File: src/rtl/ping_pong_pkg.sv
// Shared types, field layout and word-packing helper for the ping-pong packer/unpacker pair.
package ping_pong_pkg;

  localparam int ITEM_W    = 10;
  localparam int CNT_W     = 2;
  localparam int WORD_W    = 32;
  localparam int MAX_ITEMS = 3;

  localparam int CNT_LSB   = 0;
  localparam int ITEM0_LSB = 2;
  localparam int ITEM1_LSB = 12;
  localparam int ITEM2_LSB = 22;

  typedef logic [ITEM_W-1:0]          item_t;
  typedef logic [CNT_W-1:0]           cnt_t;
  typedef logic [WORD_W-1:0]          word_t;
  typedef item_t [MAX_ITEMS-1:0]      items_t;

  typedef enum logic {
    BANK0 = 1'b0,
    BANK1 = 1'b1
  } bank_e;

  // Slots at index >= count are forced to zero so stale items never leak into a word.
  function automatic word_t pack_word(input cnt_t count, input items_t items);
    word_t w;
    w = '0;
    w[CNT_LSB +: CNT_W] = count;
    if (count > 2'd0) w[ITEM0_LSB +: ITEM_W] = items[0];
    if (count > 2'd1) w[ITEM1_LSB +: ITEM_W] = items[1];
    if (count > 2'd2) w[ITEM2_LSB +: ITEM_W] = items[2];
    return w;
  endfunction

endpackage

File: src/rtl/pp_bank.sv
// One packer bank: item slots, fill count and full flag with write/close/clear controls.
module pp_bank
  import ping_pong_pkg::*;
(
  input  logic   Clk,
  input  logic   Rst_n,
  input  logic   wr_en_i,
  input  item_t  item_i,
  input  logic   close_i,
  input  logic   clear_i,
  output items_t items_o,
  output cnt_t   count_o,
  output logic   full_o
);

  items_t items_q, items_d;
  cnt_t   count_q, count_d;
  logic   full_q,  full_d;

  // NOTE: every signal written in always_comb gets a default first, so no latch is inferred.
  always_comb begin
    items_d = items_q;
    count_d = count_q;
    full_d  = full_q;
    if (wr_en_i) begin
      for (int i = 0; i < MAX_ITEMS; i++) begin
        if (count_q == cnt_t'(i)) items_d[i] = item_i;
      end
      count_d = count_q + cnt_t'(1);
    end
    if (close_i) full_d = 1'b1;
    if (clear_i) begin
      full_d  = 1'b0;
      count_d = '0;
    end
  end

  // NOTE: state registers use non-blocking assignments; item slots are reset as well so a
  // discarded word leaves nothing behind.
  always_ff @(posedge Clk) begin
    if (!Rst_n) begin
      items_q <= '0;
      count_q <= '0;
      full_q  <= 1'b0;
    end else begin
      items_q <= items_d;
      count_q <= count_d;
      full_q  <= full_d;
    end
  end

  assign items_o = items_q;
  assign count_o = count_q;
  assign full_o  = full_q;

endmodule

File: src/rtl/ping_pong_packer.sv
// Packs 10-bit items into 32-bit words through two alternating banks.
// Optional idle-timeout flush of partial words is enabled by defining PACK_TIMEOUT_EN.
module ping_pong_packer
  import ping_pong_pkg::*;
#(
  parameter int PACK_NUM       = 3,
  parameter int TIMEOUT_CYCLES = 16
) (
  input  logic              Clk,
  input  logic              Rst_n,
  input  logic              In_valid,
  output logic              In_ready,
  input  logic [ITEM_W-1:0] In_data,
  input  logic              In_last,
  output logic              Out_valid,
  input  logic              Out_ready,
  output logic [WORD_W-1:0] Out_data
);

  if (PACK_NUM < 1 || PACK_NUM > MAX_ITEMS) begin : g_bad_pack_num
    $error("ping_pong_packer: PACK_NUM must be in 1..3");
  end

  items_t     bank_items [2];
  cnt_t       bank_count [2];
  logic [1:0] bank_full;
  logic [1:0] bank_wr_en;
  logic [1:0] bank_close;
  logic [1:0] bank_clear;
  logic [1:0] full_nxt;

  bank_e wr_bank_q, wr_bank_d;
  bank_e rd_bank_q, rd_bank_d;
  logic  in_ready_q, in_ready_d;

  cnt_t  wr_count;
  logic  accept;
  logic  drain;
  logic  last_slot;
  logic  close_wr;
  logic  timeout_close;

  for (genvar b = 0; b < 2; b++) begin : g_bank
    pp_bank u_bank (
      .Clk     (Clk),
      .Rst_n   (Rst_n),
      .wr_en_i (bank_wr_en[b]),
      .item_i  (In_data),
      .close_i (bank_close[b]),
      .clear_i (bank_clear[b]),
      .items_o (bank_items[b]),
      .count_o (bank_count[b]),
      .full_o  (bank_full[b])
    );
  end

  assign wr_count  = bank_count[wr_bank_q];
  assign accept    = In_valid && in_ready_q;
  assign drain     = Out_valid && Out_ready;
  assign last_slot = ({1'b0, wr_count} + 3'd1) == 3'(PACK_NUM);
  assign close_wr  = (accept && (last_slot || In_last)) || timeout_close;

  always_comb begin
    bank_wr_en = '0;
    bank_close = '0;
    bank_clear = '0;
    bank_wr_en[wr_bank_q] = accept;
    bank_close[wr_bank_q] = close_wr;
    bank_clear[rd_bank_q] = drain;
    wr_bank_d = close_wr ? bank_e'(~wr_bank_q) : wr_bank_q;
    rd_bank_d = drain    ? bank_e'(~rd_bank_q) : rd_bank_q;
    // In_ready is registered from next-state bank flags, so Out_ready never reaches it combinationally.
    full_nxt   = (bank_full & ~bank_clear) | bank_close;
    in_ready_d = ~full_nxt[wr_bank_d];
  end

`ifdef PACK_TIMEOUT_EN
  if (TIMEOUT_CYCLES < 1 || TIMEOUT_CYCLES > 255) begin : g_bad_timeout
    $error("ping_pong_packer: TIMEOUT_CYCLES must be in 1..255");
  end

  logic [7:0] idle_q, idle_d;
  logic       partial;

  assign partial = !bank_full[wr_bank_q] && (wr_count != '0);

  // The close fires on the edge that ends the TIMEOUT_CYCLES-th idle cycle; an accept always wins.
  always_comb begin
    idle_d        = idle_q;
    timeout_close = 1'b0;
    if (accept || !partial) begin
      idle_d = '0;
    end else if (idle_q == 8'(TIMEOUT_CYCLES - 1)) begin
      timeout_close = 1'b1;
      idle_d        = '0;
    end else begin
      idle_d = idle_q + 8'd1;
    end
  end

  always_ff @(posedge Clk) begin
    if (!Rst_n) idle_q <= '0;
    else        idle_q <= idle_d;
  end
`else
  assign timeout_close = 1'b0;
`endif

  always_ff @(posedge Clk) begin
    if (!Rst_n) begin
      wr_bank_q  <= BANK0;
      rd_bank_q  <= BANK0;
      in_ready_q <= 1'b0;
    end else begin
      wr_bank_q  <= wr_bank_d;
      rd_bank_q  <= rd_bank_d;
      in_ready_q <= in_ready_d;
    end
  end

  assign In_ready  = in_ready_q;
  assign Out_valid = bank_full[rd_bank_q];
  assign Out_data  = Out_valid ? pack_word(bank_count[rd_bank_q], bank_items[rd_bank_q]) : '0;

endmodule

File: config.mk
export PLATFORM = sky130hd
export DESIGN_NAME = ping_pong_packer
export DESIGN_NICKNAME = d
export VERILOG_FILES = /design/src/rtl/ping_pong_pkg.sv /design/src/rtl/pp_bank.sv /design/src/rtl/ping_pong_packer.sv
export SDC_FILE = /design/constraint.sdc
export NUM_CORES = 1
export LEC_CHECK = 0
export ABC_AREA = 1
export CORE_MARGIN = 5
export CORE_UTILIZATION = 25
export CTS_BUF_LIST = sky130_fd_sc_hd__clkbuf_8
export CTS_CLUSTER_SIZE = 8
export DETAILED_ROUTE_END_ITERATION = 8
export SYNTH_ARGS = -nofsm -noshare
export SYNTH_HDL_FRONTEND = slang
export SYNTH_SLANG_ARGS = --single-unit
File: constraint.sdc
create_clock -name Clk -period 1.7 [get_ports Clk]
set_input_delay 0.255 -clock Clk [delete_from_list [all_inputs] [get_ports Clk]]
set_output_delay 0.255 -clock Clk [all_outputs]
set_load 0.02 [all_outputs]
=== Word level (Yosys, flattened, before mapping) ===
Index checks and enable logic that the tools add are counted.

* Add/sub/neg operators: 3
* $mul: 0
* Divide/modulo/power cells: 0
* $lt $le $gt $ge: 10
* Eq/ne operators: 5
* Shift operators: 0
* Muxes and demuxes: 22
* Bitwise operators: 12
* Reductions and logical operators: 16

{| class="wikitable"
|+ Operators by type and width
! cell !! number
|-
| two-way mux 30 bit || 3
|-
| two-way mux 32 bit || 1
|-
| two-way mux 10 bit || 3
|-
| two-way mux 2 bit || 6
|-
| AND reduction 2 bit || 6
|-
| bitwise AND 2 bit || 4
|-
| two-way mux 1 bit || 7
|-
| less-than comparator 1 x 2 -> 1 bit, second input constant || 3
|-
| logical AND 1 bit || 5
|-
| adder 2 x 1 -> 2 bit, second input constant || 2
|-
| == test 2 x 1 -> 1 bit, second input constant || 2
|-
| == test 2 bit, second input constant || 2
|-
| >= comparator 2 bit, second input constant || 2
|-
| greater-than comparator 2 x 1 -> 1 bit, second input constant || 2
|-
| zero test 2 bit || 2
|-
| inverter 1 bit || 4
|-
| inverter 1 -> 2 bit || 2
|-
| OR reduction 2 bit || 2
|-
| adder 2 x 1 -> 3 bit, second input constant || 1
|-
| == test 3 x 2 -> 1 bit, second input constant || 1
|-
| demux 1 bit (select 1 bit) || 2
|-
| >= comparator 1 bit, second input constant || 2
|-
| greater-than comparator 2 bit, second input constant || 1
|-
| inverter 2 bit || 1
|-
| 2 further kinds || 2
|}

* Flip-flop bits (word level): 69
* Bits in latches: 0
* Memory bits (writable): 0
* Bits in read-only memories: 0
* Input port bits: 15
* Output and inout bits: 34
* Memories: 0

=== Depth between registers and ports, before layout ===
* Depth after elaboration: 13
* Mapped depth: 9
* Gate-level depth less buffers: 9

=== By module ===
A second synthesis with hierarchy kept.

* Cell total of the unflattened synthesis: 567
* Area, all modules: 3589.7 µm²

{| class="wikitable"
|+ By module, submodules not included
! module !! times used !! cells an instance !! area an instance (µm²)
|-
| pp_bank || 2 || 211 || 1383.8
|-
| ping_pong_packer || 1 || 145 || 822.0
|}

=== Worst setup path before layout ===
No wires, ideal clock.

* Path type: reg2out
* From: register g_bank[0].u_bank.full_q
* To: output port Out_data[22]
* Arrival: 1.279 ns
* Slack: 0.166 ns
* Cell stages (with the launch flop): 6
* Cells stage by stage: dfxtp_1 > inv_1 > o21ai_2 > nand3_1 > buf_2 > nor2_1

* Word-level cells in the longest chain between the ends: 3

{| class="wikitable"
|+ Ends and longest elaborated chain
! what !! RTL line !! RTL
|-
| from (decl) || pp_bank.sv:18 || <nowiki>logic full_q, full_d;</nowiki>
|-
| from (signal assigned) || pp_bank.sv:48 || <nowiki>full_q <= full_d;</nowiki>
|-
| two-way mux 1 bit (implied by the code) (2 in a row) || ping_pong_packer.sv:122 || <nowiki>assign Out_valid = bank_full[rd_bank_q];</nowiki>
|-
| named net Out_valid || ping_pong_packer.sv:15 || <nowiki>output logic Out_valid,</nowiki>
|-
| two-way mux 32 bit || ping_pong_packer.sv:123 || <nowiki>assign Out_data = Out_valid ? pack_word(bank_count[rd_bank_q], bank_items[rd_bank_q]) : '0;</nowiki>
|-
| to (decl) || ping_pong_packer.sv:17 || <nowiki>output logic [WORD_W-1:0] Out_data</nowiki>
|}

The timed path passes the listed nets, and every way through them passes these cells. The select of a mux whose other input is x is not followed.

=== Worst setup path in the final report ===
* From: register rd_bank_q
* To: output port Out_data[25]

* Word-level cells in the longest chain between the ends: 7

{| class="wikitable"
|+ Ends and longest elaborated chain
! what !! RTL line !! RTL
|-
| from (decl) || ping_pong_packer.sv:33 || <nowiki>bank_e rd_bank_q, rd_bank_d;</nowiki>
|-
| from (signal assigned) || ping_pong_packer.sv:116 || <nowiki>rd_bank_q <= rd_bank_d;</nowiki>
|-
| inverter 1 -> 2 bit (implied by the code) || ping_pong_packer.sv:123 ||
|-
| two-way mux 2 bit (implied by the code) (3 in a row) || ping_pong_packer.sv:123 ||
|-
| greater-than comparator 2 bit || ping_pong_pkg.sv:31 || <nowiki>if (count > 2'd2) w[ITEM2_LSB +: ITEM_W] = items[2];</nowiki>
|-
| two-way mux 10 bit || ping_pong_pkg.sv:31 ||
|-
| two-way mux 32 bit * || ping_pong_packer.sv:123 ||
|}

Mark *: on every way between the ends. The rest lies on a longest branch, timed or not. The select of a mux whose other input is x is not followed.

==> run_results.csv <==
group,metric,value,unit
cts,htree_levels,3,
logic_synthesis,synthFlopType,"dfxtp_1",
pwr,ir_worst_vdd,0.303,mV
run_status,violations,"negative setup slack",
critical_path,cp_max_fo,11,
floorplanning,dieArea,17500,sq um
final_layout,final_util,34.6,%
placed_design,gp_congestion,0.816,
grt,grt_max_degree,42,
grt,grt_overflow,0,
final_layout,syn2layout_area_growth,35.2,%
sta,skew,0.00611,ns
grt,grt.busiest_layer,"met2",
sta,hold_viol,0,
sta,rsz0062_at_grt,"true",
critical_path,arrival,1.54,ns
sta,slew_viol_final,0,
final_layout,drive_above_1_share,20.9,%
logic_synthesis,syn_inst,590,
cts,worstSkewPairLatency,0.35,ns
sta,whs,0.189,ns
logic_synthesis,yosysMostFrequentCell,"nor2_1",
critical_path,path_buf_inv,3,
placed_design,place_ws,-0.227,ns
sta,setup_viol,32,
critical_path,path_cells,"buf_6 -> o21ai_4 -> nand3_2 -> buf_8 -> nor2_1 -> buf_4",
drt,postRouteWirelength,10.4,mm
logic_synthesis,synth_cell_types,26,
floorplanning,row_count,44,
sta,worst_slew_pin_slew,0.406,ns
critical_path,path_delay_family,"buffers and inverters",
cts,path_clk_slew,0.07,ns
logic_synthesis,synth.top_cells.by_count,"nor2_1 (143), nand2_1 (131), inv_1 (86)",
placed_design,dpl_cell_area,4690,sq um
logic_synthesis,async_flop_share,0,%
logic_synthesis,synth_seq_cells,69,
placed_design,io_buffers,48,
grt,grt_use_met1,16.3,%
grt,grt_pass1_wl,17.7,mm
cts,ctsLongestPathBuffers,2,
sta,fin_crit_sh,106,%
drt,drc,0,
floorplanning,initial_core_util,25.6,%
critical_path,timing.setup.critical_path_class,"register to output port",
cts,cts_tree,"done",
logic_synthesis,ys_seq_area_share,37.0,%
drt,ant_nets,0,
cts,cts_made_buffers,9,
grt,use_met2,19.8,%
floorplanning,core_area,14600,sq um
sta,setup_ws,-0.0939,ns
critical_path,max_stage_delay,0.37,ns
logic_synthesis,synthesis.area,3730,sq um
placed_design,dp_hpwl,7.47,mm
logic_synthesis,postSynthNetCount,613,
logic_synthesis,synth-edff-count,0,
run_status,status,"finished, violations left",
cts,clockRootBuffer,"clkbuf_8",
critical_path,endpoint_kind,"output port",
floorplanning,dieHeight,132,microns
drt,via_count,3538,
pwr,total_leakage_power,0.00232,uW
sta,fin_crit,1.79,ns
grt,antenna_found_initial,0,
floorplanning,pin_count,49,
pwr,power_density,740,nW/um^2
pwr,totalPowerFinal,3730,uW
sta,fmax,0.557,GHz
floorplanning,die_w,132,microns
grt,use_met3,3.24,%
logic_synthesis,synth_top_area_share,37.0,%
critical_path,required,1.44,ns
final_layout,fin_area,5040,sq um
drt,drtIter0Drc,219,
grt,first_global_vias,3449,
drt,avgViaCountPerCell,4.17,
final_layout,diodes,0,
logic_synthesis,yosys_warnings,0,
cts,cts_hold_buffers,0,
drt,dr.pass1.iters,4,
drt,wl_per_cell,12.2,microns
cts,cts_sinks,69,
flow_run,cap_violations,0,
final_layout,fin_nets,682,
grt,track_usage,12.4,%
critical_path,start_kind,"register",
logic_synthesis,avgSynthCellArea,6.32,sq um
logic_synthesis,synth_area_leaders,"dfxtp_1 (37%), nor2_1 (14%), nand2_1 (13%), nand3_1 (8.7%), inv_1 (8.7%)",
logic_synthesis,synth_top_area_cell,"dfxtp_1",
sta,slew-limit-headroom,73.0,%
critical_path,slowest_stage,"dfxtp_4",
min_path,hold_path.class,"input pin to register",
-- where the power goes --
group          internal (uW)  switching, uW  total (uW)
combinational            317            467         785
sequential              1690           34.5        1720
clock                    596            627        1220
total                   2600           1130        3730
-- cell families (layout without fill, tap and decap cells) --
logic type	after synthesis	in the layout	synth area share, %
buffers and inverters	120	194	13.6
AOI/OAI and AO/OA	40	40	5.47
adders and majority gates	8	8	2.68
DFF	69	69	37.0
and+or+nand+nor	353	353	41.3
-- stage by stage --
| stage | instances | TNS, ns |
|---|---|---|
| 5_1_grt | 848 | -5.33 |
| 3_3_place_gp | 830 | -4.77 |
| 3_5_place_dp | 830 | -5.50 |
| 4_1_cts | 847 | -3.17 |
| 2_1_floorplan | 590 | 0 |
| 6_report | 848 | -2.06 |
-- what timing repair did --
action	4_1_cts	5_1_grt
pin swaps	2	3
resized for setup	199	40
endpoints found under the setup margin	33	42
setup buffers	1	1
-- state kept, by name, summed over array words and instances (netlist names) --
| name | count |
|---|---|
| g_bank.u_bank.full_o | 2 |
| rd_bank_q | 1 |
| In_ready | 1 |
| g_bank.u_bank.count_o | 4 |
| g_bank.u_bank.items_o | 60 |
| wr_bank_q | 1 |
-- cells in the final DEF (no fill, tap or decap), drive strengths merged --
cell type / count
nand3b: 1
clkdlybuf4s50: 13
clkinv: 3
dfxtp: 69
nor2: 148
inv: 90
o21ai: 13
nand3: 66
nor3b: 1
dlymetal6s2s: 1
clkinvlp: 1
buf: 75
a21oi: 27
clkbuf: 11
nand2: 134
nand4: 3
ha: 8
-- path summary, 6_finish.rpt --
kind | start | to | slack [ns] | cells past startpoint
worst max-delay path | rd_bank_q | Out_data[25] | -0.09 | 6
worst min-delay path | Rst_n | wr_bank_q | 0.19 | 3
worst max register to register | g_bank[1].u_bank.count_o[1] | g_bank[1].u_bank.items_o[19] | 0.18 | 7
worst min register to register | g_bank[1].u_bank.items_o[8] | g_bank[1].u_bank.items_o[8] | 0.48 | 2
-- worst register-to-register path, stage by stage (launching register included) --
cell and delay [ns]:
dfxtp_1 0.31, inv_1 0.07, buf_4 0.11, ha_1 0.39
inv_1 0.19, nor2_8 0.22, nor2_1 0.06, nor2_1 0.10
-- area by class of cell --
| type | instances | area [sq um] |
|---|---|---|
| clock buffer | 11 | 151 |
| clock inverter | 5 | 26.3 |
| inverter | 89 | 337 |
| tap | 184 | 230 |
| timing repair buffer | 89 | 930 |
| fill | 1590 | 9550 |
| sequential | 69 | 1390 |
| multi-input combinational | 401 | 1980 |
-- per-layer routing --
layer | vias to the layer above | share of wire [%] | wire, microns
met4 | 0 | 1.6 | 165
met3 | 13 | 5.6 | 578
met2 | 71 | 46 | 4810
met1 | 1532 | 47 | 4830
li1 | 1922 | - | -
met5 | - | 0 | 0
No activity file was read; power rests on OpenSTA's default activity.
